--- src/rtl/serial_pkg.sv ---
// serial_pkg: shared types and constants for the serial receive path.
//   rx_state_t             - receiver FSM state encoding
//   SERIAL_DIVISOR_DEFAULT - clock cycles per bit (100 MHz / 115200 baud)
//   majority3              - 2-of-3 vote helper used when SERIAL_RX_MAJORITY_EN
//                            is defined
package serial_pkg;

  typedef enum logic [2:0] {
    IDLE,
    START,
    DATA,
    STOP,
    WAIT_HI
  } rx_state_t;

  localparam int SERIAL_DIVISOR_DEFAULT = 868;

  function automatic logic majority3(input logic a, input logic b, input logic c);
    return (a & b) | (a & c) | (b & c);
  endfunction

endpackage

--- src/rtl/serial_rx_sync.sv ---
// serial_rx_sync: 2-FF synchroniser for the asynchronous serial line followed
// by a falling-edge detector. All flops reset to 1 (idle line level), so a
// line that is already high after reset never produces a spurious edge.
// Ports:
//   clk_in    in  system clock
//   rst_n_in  in  synchronous reset, active-low
//   async_in  in  asynchronous serial line
//   sync_out  out synchronised line level
//   fall_out  out high for one cycle when the synchronised line goes 1 -> 0
module serial_rx_sync
  import serial_pkg::*;
(
  input  logic clk_in,
  input  logic rst_n_in,
  input  logic async_in,
  output logic sync_out,
  output logic fall_out
);

  logic meta_q;
  logic sync_q;
  logic prev_q;

  always_ff @(posedge clk_in) begin
    if (!rst_n_in) begin
      meta_q <= 1'b1;
      sync_q <= 1'b1;
      prev_q <= 1'b1;
    end else begin
      meta_q <= async_in;
      sync_q <= meta_q;
      prev_q <= sync_q;
    end
  end

  assign sync_out = sync_q;
  assign fall_out = prev_q & ~sync_q;

endmodule

--- src/rtl/serial_rx.sv ---
// serial_rx: 8N1 UART receiver, LSB first. Recovers framed bytes from an
// asynchronous line and presents them on a valid/ready holding register.
// Framing errors and overruns are reported as one-cycle pulses.
// Optional feature: define SERIAL_RX_MAJORITY_EN to decide every bit by a
// 2-of-3 vote of the line at cnt==S-2, S-1 and S (default: single sample at S).
// Ports:
//   clk_in        in  system clock
//   rst_n_in      in  synchronous reset, active-low
//   rx_in         in  asynchronous serial line, idle high
//   ready_in      in  consumer accepts data_out this cycle
//   data_out      out received byte, stable while valid_out=1
//   valid_out     out data_out holds an unread byte
//   frame_err_out out one-cycle pulse: stop bit sampled low
//   overrun_out   out one-cycle pulse: byte completed while valid_out=1
module serial_rx
  import serial_pkg::*;
#(
  parameter int DIVISOR = SERIAL_DIVISOR_DEFAULT
) (
  input  logic       clk_in,
  input  logic       rst_n_in,
  input  logic       rx_in,
  input  logic       ready_in,
  output logic [7:0] data_out,
  output logic       valid_out,
  output logic       frame_err_out,
  output logic       overrun_out
);

  localparam logic [31:0] LAST = 32'(DIVISOR - 1);
  localparam logic [31:0] HALF = 32'(DIVISOR / 2);

  logic line;
  logic fall;

  serial_rx_sync u_sync (
    .clk_in   (clk_in),
    .rst_n_in (rst_n_in),
    .async_in (rx_in),
    .sync_out (line),
    .fall_out (fall)
  );

  rx_state_t   state_q, state_d;
  logic [31:0] cnt_q, cnt_d;
  logic [2:0]  idx_q, idx_d;
  logic [7:0]  shift_q, shift_d;
  logic [7:0]  data_q, data_d;
  logic        valid_q, valid_d;
  logic        frame_err_q, frame_err_d;
  logic        overrun_q, overrun_d;

  // Start bit is probed at its middle; data and stop bits one full period
  // after the previous sample, which keeps every probe near a bit centre.
  logic [31:0] sample_pt;
  logic        at_sample;
  logic        bit_val;

  assign sample_pt = (state_q == START) ? HALF : LAST;
  assign at_sample = (cnt_q == sample_pt);

`ifdef SERIAL_RX_MAJORITY_EN
  // Two early looks at the line; the third vote is the live value at S.
  logic vote_a_q;
  logic vote_b_q;

  always_ff @(posedge clk_in) begin
    if (!rst_n_in) begin
      vote_a_q <= 1'b1;
      vote_b_q <= 1'b1;
    end else begin
      if (cnt_q == sample_pt - 32'd2) vote_a_q <= line;
      if (cnt_q == sample_pt - 32'd1) vote_b_q <= line;
    end
  end

  assign bit_val = majority3(vote_a_q, vote_b_q, line);
`else
  assign bit_val = line;
`endif

  always_ff @(posedge clk_in) begin
    if (!rst_n_in) begin
      state_q     <= IDLE;
      cnt_q       <= '0;
      idx_q       <= '0;
      shift_q     <= '0;
      data_q      <= '0;
      valid_q     <= 1'b0;
      frame_err_q <= 1'b0;
      overrun_q   <= 1'b0;
    end else begin
      state_q     <= state_d;
      cnt_q       <= cnt_d;
      idx_q       <= idx_d;
      shift_q     <= shift_d;
      data_q      <= data_d;
      valid_q     <= valid_d;
      frame_err_q <= frame_err_d;
      overrun_q   <= overrun_d;
    end
  end

  always_comb begin
    state_d     = state_q;
    cnt_d       = cnt_q + 32'd1;
    idx_d       = idx_q;
    shift_d     = shift_q;
    data_d      = data_q;
    valid_d     = valid_q;
    frame_err_d = 1'b0;
    overrun_d   = 1'b0;

    // Consumer handshake; a delivery below in the same cycle overrides it.
    if (valid_q && ready_in) valid_d = 1'b0;

    unique case (state_q)
      IDLE: begin
        cnt_d = '0;
        if (fall) state_d = START;
      end
      START: begin
        if (at_sample) begin
          cnt_d = '0;
          if (bit_val) begin
            state_d = IDLE;          // too short to be a start bit
          end else begin
            state_d = DATA;
            idx_d   = '0;
          end
        end
      end
      DATA: begin
        if (at_sample) begin
          cnt_d          = '0;
          shift_d[idx_q] = bit_val;
          if (idx_q == 3'd7) state_d = STOP;
          else               idx_d   = idx_q + 3'd1;
        end
      end
      STOP: begin
        if (at_sample) begin
          cnt_d = '0;
          if (bit_val) begin
            state_d = IDLE;
            if (!valid_q || ready_in) begin
              data_d  = shift_q;
              valid_d = 1'b1;
            end else begin
              overrun_d = 1'b1;      // keep the unread byte, drop the new one
            end
          end else begin
            frame_err_d = 1'b1;
            state_d     = WAIT_HI;
          end
        end
      end
      WAIT_HI: begin
        // A held-low (break) line must not be mistaken for a new start bit.
        cnt_d = '0;
        if (line) state_d = IDLE;
      end
      default: begin
        cnt_d   = '0;
        state_d = IDLE;
      end
    endcase
  end

  assign data_out      = data_q;
  assign valid_out     = valid_q;
  assign frame_err_out = frame_err_q;
  assign overrun_out   = overrun_q;

endmodule
--- config.mk ---
export PLATFORM = sky130hd
export DESIGN_NAME = serial_rx
export DESIGN_NICKNAME = d
export VERILOG_FILES = /design/src/rtl/serial_pkg.sv /design/src/rtl/serial_rx_sync.sv /design/src/rtl/serial_rx.sv
export SDC_FILE = /design/constraint.sdc
export NUM_CORES = 1
export LEC_CHECK = 0
export BUFFER_PORTS_ARGS = -buffer_cell sky130_fd_sc_hd__clkbuf_2
export CORE_MARGIN = 2
export CORE_UTILIZATION = 28
export DETAILED_ROUTE_END_ITERATION = 16
export SYNTH_ARGS = -nofsm -noshare
export SYNTH_HDL_FRONTEND = slang
export SYNTH_SLANG_ARGS = --single-unit
--- constraint.sdc ---
create_clock -name clk_in -period 2.4 [get_ports clk_in]
set_clock_uncertainty 0.2 [all_clocks]
set_input_delay 0.24 -clock clk_in [delete_from_list [all_inputs] [get_ports clk_in]]
set_output_delay 0.24 -clock clk_in [all_outputs]
set_load 0.01 [all_outputs]
# == Yosys cells after proc, flatten, opt, wreduce, memory -nomap -nowiden ==
# Index checks and enable logic that the tools add are counted.
# word_totals
regBits,60
ram_bits,0
out_inout_bits,11
elab_cells,72
latch_bits,0
rom_bits,0
mem_count,0
# classes
order_cmp,2
n_bitwise,4
n_shift,0
reduce_logical,14
addsub,2
eq_ne,14
n_div,0
mul,0
n_mux,25
# ops
operator,count
$mux W3,11
$add A32 B1 Y32 const B,1
$eq A32 B10 Y1,1
$pmux W3 S5,1
$ne A2 B2 Y1 const B,7
$mux W10,1
$bwmux W8,1
$mux W1,8
$reduce_and A4 Y1,2
$eq A3 B2 Y1 const B,2
$eq A3 B3 Y1 const B,2
$pmux W3 S2,1
$reduce_and A6 Y1,1
$reduce_or A3 Y1,2
$reduce_and A5 Y1,1
$lt A3 B4 Y1 const B,1
$add A3 B1 Y3 const B,1
$demux W1 S3,1
$eq A3 B1 Y1 const B,1
$ge A3 B1 Y1 const B,1
$logic_not A3 Y1,1
$not A1 Y1,3
$reduce_and A3 Y1,1
$logic_and A1 B1 Y1,2
7 further kinds,7

# == Longest topological paths before layout ==
# Gate-level depths: netlist (run 1).
# logic_depth
depth_word,6
ltp_mapped,8
depth_no_buf,6

# == Hierarchy ==
# Synthesis (run 1) repeated with hierarchy kept, for this count alone.
# unflattened
cells_unflattened,305
area_unflattened_um2,2721.4
# modules_own_cells
mod,area_each_um2,cells_each,n_inst
serial_rx,2636.3,298,1
serial_rx_sync,85.1,7,1

# == Worst setup path after synthesis (run 1) ==
# OpenSTA, ideal clock, no wires.
# synth_timing
kind,flip-flop to flip-flop
startpoint,register cnt_q[28]
endpoint,"register data_q[6], in the netlist data_out[6]"
t_arrival_ps,1942
t_required_ps,2128
path_buffers,2
path_stages_with_launch,8
period_less_slack_ps,2214
slack_ps,186
setup_time_ps,72
path_cell_list,dfxtp_1 > nor4_1 > nand2_1 > or4_1 > buf_2 > nor4b_4 > buf_6 > mux2i_1
# synth_between
elab_chain_len,2
# synth_rtl
element,line_no,text
start: declaration,serial_rx.sv:45,"logic [31:0] cnt_q, cnt_d;"
start signal: assignment,serial_rx.sv:94,cnt_q <= cnt_d;
$eq A32 B10 Y1,serial_rx.sv:60,assign at_sample = (cnt_q == sample_pt);
$reduce_and A4 Y1 (no source line),--,
end signal: assignment,serial_rx.sv:97,data_q <= data_d;
end: declaration,serial_rx.sv:48,"logic [7:0] data_q, data_d;"
# No other way between the ends.
# A chain may end at the register's enable or synchronous reset.

# == Worst setup path after layout (run 1) ==
# layout_timing
startpoint,register cnt_q[19]
endpoint,"register data_q[5], in the netlist data_out[5]"
# Same word-level chain as after synthesis.

==> results.cfg, run 1 <==
[floorplan]
placement_rows = 36
fp.dieH_um = 102.7
core_area_um2 = 9639
chipWidth_um = 102.7
starting_utilization_of_the_core_area = 0.2832
die_area_um2 = 10560
number_of_i_o_pins = 15

[sta]
finalMaxSlewViolations = 0
max_freq_mhz = 441.8
min_period_over_period = 0.9432
final.min_clock_period_ns = 2.264
timing_hold_violations_final = 0
worst_slew_pin_slew_ns = 0.4313
hold-worst-slack_ns = 0.07657
final_count_of_negative_setup_slack_endpoints = 0
worst_slew_margin_rel = 0.7124
rsz_0062_raised_after_global_routing = no

[synth]
ys_types = 39
syn_area_um2 = 2730
postSynth.topFlopCell = dfxtp_1
synth.yosys.warnings = 0
synth_edf_count = 0
sequential_fraction_of_the_synthesis_area = 0.4400
syn-instance-count = 306
post_synth.cell_area_avg_um2 = 8.922
ys_async_rst_share = 0
synth_area_leader_cell = dfxtp_1
synth_seq_cells = 60
synth_fp_nets = 313
synth.cells.most_frequent = dfxtp_1 (60), nor2_1 (48), nand2_1 (37), xor2_1 (21), mux2i_1 (17)
synthTopCellsByArea = dfxtp_1 (44%), xor2_1 (6.7%), nor2_1 (6.6%)
synthMostInstantiatedCell = dfxtp_1
synth_top_area_share = 0.4400

[cells_and_area]
areaGrowthSynthToFinish_pct = 27.13
antennaDiodeCount = 0
final_layout_size_suffix_gt1_frac = 0.2303
layout.cell_area.non_filler_um2 = 3471
nets = 359
layout.filler_cells = 998

[place]
placed_cell_area_um2 = 3173
hpwlAfterDp_um = 4032
gpl.final_weighted_congestion = 0.8659
io_buffer_count = 14

[route]
detail_route.first_pass.iterations = 4
wl_um = 5639
route.detailed.vias_per_inst = 4.581
drc = 0
wire_length_per_cell_um = 11.53
num_vias = 2240
drt_iter0_drc = 84
antenna_violating_nets_post_route = 0

[setup_path]
cp-end-kind = flop
critical_path_class = flop to flop
critical_path.startpoint_type = flop
critPathRequiredTime_ns = 2.46
largest_fanout_of_any_net_on_the_critical_path = 8
worst_ep_arrival_time_ns = 2.32

[status]
outcome = finished, final reports clean

[cts]
clock_latency_at_the_later_pin_of_the_worst_skew_pair_ns = 0.34
cts_tree = built
clk_pin_slew_ns = 0.07
cts_inserted_buffers = 9
clock_tree_root_buffer_cell = clkbuf_8
cts_setup_buffers = 0
cts_htree_levels = 3
ctsLongestPathBuffers = 2
cts.sink_count = 60

[pwr]
max-vdd-ir-drop_mv = 0.2165
p_leak_uw = 0.001235
cellPowerDensity_nw_per_um2 = 576.3

[global_routing]
first_global_vias = 2037
grt_antenna_before_repair = 0
grt_use_total = 0.1138
maximum_number_of_pins_on_one_net_before_global_route_repair = 33
wire_length_of_the_first_global_routing_pass_um = 9542
grt_remaining_overflow = 0

[run]
cap_violations = 0

[worst_hold_path]
hold_path_class = primary input to flop
-- final timing paths --
check                           startpoint                         end  slack, ns  cells after the start
setup / recovery      cnt_q[19]$_SDFF_PP0_    data_out[5]$_SDFFE_PN0P_       0.14                      6
hold / removal                    ready_in        valid_out$_SDFF_PN0_       0.08                      4
setup reg to reg      cnt_q[19]$_SDFF_PP0_    data_out[5]$_SDFFE_PN0P_       0.14                      6
hold reg to reg   u_sync.meta_q$_SDFF_PN1_  u_sync.sync_out$_SDFF_PN1_       0.22                      1
-- where the power goes --
group	internal [uW]	total (uW)	switching [uW]
clock network	571	963	392
logic	13.1	36.8	23.7
registers	999	1000	1.82
-- metrics by stage --
step	power, uW	worst slack [ns]	util	setup TNS, ns	std cells
after floorplan	1045	0.1860	-	0	306
after global placement	1058	0.03783	0.3292	0	473
after detailed placement	1059	-0.05312	0.3292	-0.1580	473
after CTS	2021	0.01760	0.3546	0	489
after global routing	2071	0.02762	0.3601	0	489
final	2000	0.1364	0.3601	0	489
-- cells by family after synthesis --
kind of cell / after synthesis / share of synthesized area
AOI/OAI and AO/OA: 13 / 0.03071
xor gates and xnor gates: 30 / 0.09624
adders and majority gates: 3 / 0.01375
buffers and inverters: 20 / 0.03254
DFF: 60 / 0.4400
muxes: 18 / 0.06645
and+or+nand+nor: 162 / 0.3204
-- final cells by class --
cell class	count	area [um2]	share of cell area
inverters	8	30.03	0.008652
repair buffers	47	345.3	0.09950
clock inverters	6	80.08	0.02307
clock buffers	9	123.9	0.03569
flip-flops and latches	60	1201	0.3461
well taps	133	166.4	0.04795
multi-input cells	226	1524	0.4391
-- placed cells by master (no fill, tap or decap), types with 2 or more instances in the layout --
master and n:
nor3_1 5, or4_4 2, clkinv_2 4, inv_1 8, buf_12 2, bufinv_16 2
ha_1 3, xor2_1 21, clkbuf_8 9, and4_1 5, clkbuf_2 14, and3b_1 3
nor4b_2 6, and3_1 5, buf_4 30, nor2_1 48, xnor2_1 9, nor4_2 6
a21oi_1 3, nor4b_4 2, nor4_1 3, a22o_1 3, nand2b_1 4, o21ai_0 4
nand2_1 37, nand4_1 11, nand3_1 16, mux2i_1 17, dfxtp_1 60
-- routing by layer --
| layer | part of all wire | up-vias | track usage |
|---|---|---|---|
| met1 | 0.49 | 1046 | 0.1513 |
| met5 | 0 | - | 0 |
| li1 | - | 1150 | - |
| met2 | 0.46 | 33 | 0.1760 |
| met4 | 0.020 | 0 | 0.05769 |
| met3 | 0.024 | 11 | 0.02237 |
-- flip-flops by register name (all words and copies together), names as in the netlist --
| register | cells |
|---|---|
| state_q | 3 |
| cnt_q | 32 |
| u_sync.meta_q | 1 |
| shift_q | 8 |
| u_sync.prev_q | 1 |
| idx_q | 3 |
| frame_err_out | 1 |
| valid_out | 1 |
| u_sync.sync_out | 1 |
| overrun_out | 1 |
| data_out | 8 |
-- worst max-delay path, cell delays in order (launching register included) --
cell and delay (ns):
dfxtp_1 0.34, nor4_2 0.28, nand4_1 0.13, or4_4 0.56
nor4b_4 0.31, buf_12 0.18, mux2i_1 0.19
-- repair_timing --
| action | 4_1_cts | 5_1_grt |
|---|---|---|
| hold buffers | 1 | 0 |
| resized for setup | 5 | 9 |
| cloned | 0 | 0 |
| endpoints found under the setup margin | 6 | 53 |
| hold endpoints to repair | 1 | 0 |
Note: power is estimated with default switching activity, not from simulation.
==> run 2, diff against run 1 <==
--- a/config.mk
+++ b/config.mk
@@ -5,6 +5,7 @@
 export SDC_FILE = /design/constraint.sdc
 export NUM_CORES = 1
 export LEC_CHECK = 0
+export ABC_AREA = 1
 export BUFFER_PORTS_ARGS = -buffer_cell sky130_fd_sc_hd__clkbuf_2
 export CORE_MARGIN = 2
 export CORE_UTILIZATION = 28
==> run 2 against run 1 <==
Effect of this change:
- non-clock buffer count is 28 lower
- clock-buffer cell count rose by 2
- total power grew 36%
==> results.cfg, run 2 <==
[status]
outcome = finished, final reports clean

[route]
wire_length_per_cell_um = 11.59
route.detailed.vias_per_inst = 4.537
num_vias = 3040
detail_route.first_pass.iterations = 4
drt_iter0_drc = 164
drc = 0
wl_um = 7762
antenna_violating_nets_post_route = 0

[global_routing]
grt_remaining_overflow = 0
maximum_number_of_pins_on_one_net_before_global_route_repair = 33
wire_length_of_the_first_global_routing_pass_um = 13630
first_global_vias = 2997
grt_antenna_before_repair = 0
grt_use_total = 0.1364

[pwr]
clock_power_share = 0.443
cellPowerDensity_nw_per_um2 = 720.1
p_leak_uw = 0.001576
internal_power_uw = 1898
net-switching-power_uw = 813.6
p_comb_frac = 0.163
max-vdd-ir-drop_mv = 0.4593
p_seq_frac = 0.394
swShare = 0.3001
report.power.total_uw = 2711

[place]
gpl.final_weighted_congestion = 0.8818
hpwlAfterDp_um = 5838
placed_cell_area_um2 = 3476
io_buffer_count = 14
post-place-cells = 653

[synth]
synth_seq_cells = 60
ys_types = 31
syn-instance-count = 500
synthTopCellsByArea = dfxtp_1 (37%), nand2_1 (15%), nor2_1 (12%)
ys_async_rst_share = 0
synth.cells.most_frequent = nand2_1 (131), nor2_1 (104), inv_1 (67), dfxtp_1 (60), nand3_1 (26)
synth.yosys.warnings = 0
postSynth.topFlopCell = dfxtp_1
synth_fp_nets = 507
syn_area_um2 = 3237
synth_area_leader_cell = dfxtp_1
synth_edf_count = 0
post_synth.cell_area_avg_um2 = 6.474
synth_top_area_share = 0.3711
synthMostInstantiatedCell = nand2_1
sequential_fraction_of_the_synthesis_area = 0.3711

[floorplan]
placement_rows = 39
starting_utilization_of_the_core_area = 0.2847
core_area_um2 = 11370
fp.dieH_um = 111.5
die_area_um2 = 12440
chipWidth_um = 111.5
number_of_i_o_pins = 15

[sta]
finalMaxSlewViolations = 0
rsz_0062_raised_after_global_routing = no
final.min_clock_period_ns = 2.081
min_period_over_period = 0.8670
setup_total_negative_slack_ns = 0
worst_slew_pin_slew_ns = 0.5328
worst_slew_margin_rel = 0.6420
max_freq_mhz = 480.6
final_count_of_negative_setup_slack_endpoints = 0
timing_hold_violations_final = 0

[setup_path]
critical_path_class = flop to flop
slowest_delay_ns = 0.43
worst_ep_arrival_time_ns = 2.11
cp-end-kind = flop
crit_buf_inv = 0
critPathRequiredTime_ns = 2.43
largest_fanout_of_any_net_on_the_critical_path = 7
worst_path_max_delay_cell = dfxtp_1
timing.critical_path.mode_cell = nand3_1
timing.critical_path.cells = ha_1 > nand3_1 > nor2_2 > nand2_2 > nor3_1 > nand3_1 > xor2_1 > nor2_1
critical_path.startpoint_type = flop
worst_path_dominant_cell_family = simple AND/OR/NAND/NOR gates

[cells_and_area]
flip_flop_count_of_the_largest_register_after_layout = 32
nets = 529
register_area_um2 = 1201
layout.filler_cells = 1256
antennaDiodeCount = 0
most-common-layout-cells = nand2_1 (131), nor2_1 (104), inv_1 (67)
final_layout_size_suffix_gt1_frac = 0.1101
area_taken_by_multi_input_logic_gates_um2 = 1728
largest_register = cnt_q
layout.cell_area.non_filler_um2 = 3765
areaGrowthSynthToFinish_pct = 16.31
layout.cells.most_common = nand2_1
layoutNonFillerInstCount = 670

[cts]
clock_latency_at_the_later_pin_of_the_worst_skew_pair_ns = 0.34
clk_pin_slew_ns = 0.05
cts_tree = built
clock_tree_root_buffer_cell = clkbuf_16
ctsLongestPathBuffers = 2
cts.sink_count = 60
cts_inserted_buffers = 9
cts_htree_levels = 3
postCtsResizedCells = 0

[run]
cap_violations = 0

[worst_hold_path]
hold_path_class = primary input to flop
run 2: kinds of logic (layout without fill, tap and decap cells):
| group | count (synthesis) | count (layout) | synth area share |
|---|---|---|---|
| compound gates | 22 | 22 | 0.03518 |
| flops | 60 | 60 | 0.3711 |
| xor+xnor | 15 | 15 | 0.04059 |
| simple gates | 324 | 324 | 0.4465 |
| fa+ha+maj | 3 | 3 | 0.01160 |
| buf+inv | 76 | 103 | 0.09509 |
run 2: path summary, 6_finish.rpt:
check                           slack [ns]  depth (start not counted)                      from                    endpoint
worst max-delay path                  0.32                          8       cnt_q[0]$_SDFF_PP0_        cnt_q[20]$_SDFF_PP0_
worst max register to register        0.32                          8       cnt_q[0]$_SDFF_PP0_        cnt_q[20]$_SDFF_PP0_
worst min register to register        0.21                          1  u_sync.meta_q$_SDFF_PN1_  u_sync.sync_out$_SDFF_PN1_
worst min-delay path                  0.06                          4                  ready_in      overrun_out$_SDFF_PN0_
run 2: per-stage QoR:
step                        util  setup slack [ns]  hold WS (ns)
after global routing      0.3311            0.1767       0.05537
after CTS                 0.3311            0.3592       0.04431
after detailed placement  0.3057            0.3770        0.1997
final                     0.3311            0.3191       0.05903
after global placement    0.3057            0.4031        0.1963
after floorplan                -            0.6155        0.1466
run 2: timing repair:
action	CTS	global route
hold buffers	1	0
endpoints found under the setup margin	0	0
endpoints found under the hold margin	1	0
setup buffers	0	0
run 2: area by class of cell:
| cell class | count | share of cell area |
|---|---|---|
| Multi-Input combinational cell | 364 | 0.4590 |
| Sequential cell | 60 | 0.3190 |
| Inverter | 68 | 0.06780 |
| Clock buffer | 11 | 0.06447 |
| Tap cell | 143 | 0.04752 |
| Timing Repair Buffer | 19 | 0.03257 |
| Clock inverter | 5 | 0.009638 |
run 2: tightest hold or removal path, stage by stage:
cell and delay (ns):
clkbuf_2 0.08, nor2_1 0.04, inv_1 0.13, nor2_1 0.07
run 2: power by group through the flow:
stage	Sequential (uW)	Combinational [uW]	Clock, uW
global route	1070	511	1290
CTS	1070	447	1230
global placement	1090	438	0
finish	1070	443	1200
floorplan	1080	362	0
detailed placement	1090	445	0
run 2: routing by layer:
metal / routed length [um] / track usage / vias up
met5: 0 / 0 / -
met1: 3646 / 0.1628 / 1364
li1: - / - / 1599
met4: 176 / 0.04856 / 0
met3: 380 / 0.05444 / 17
met2: 3559 / 0.2232 / 60
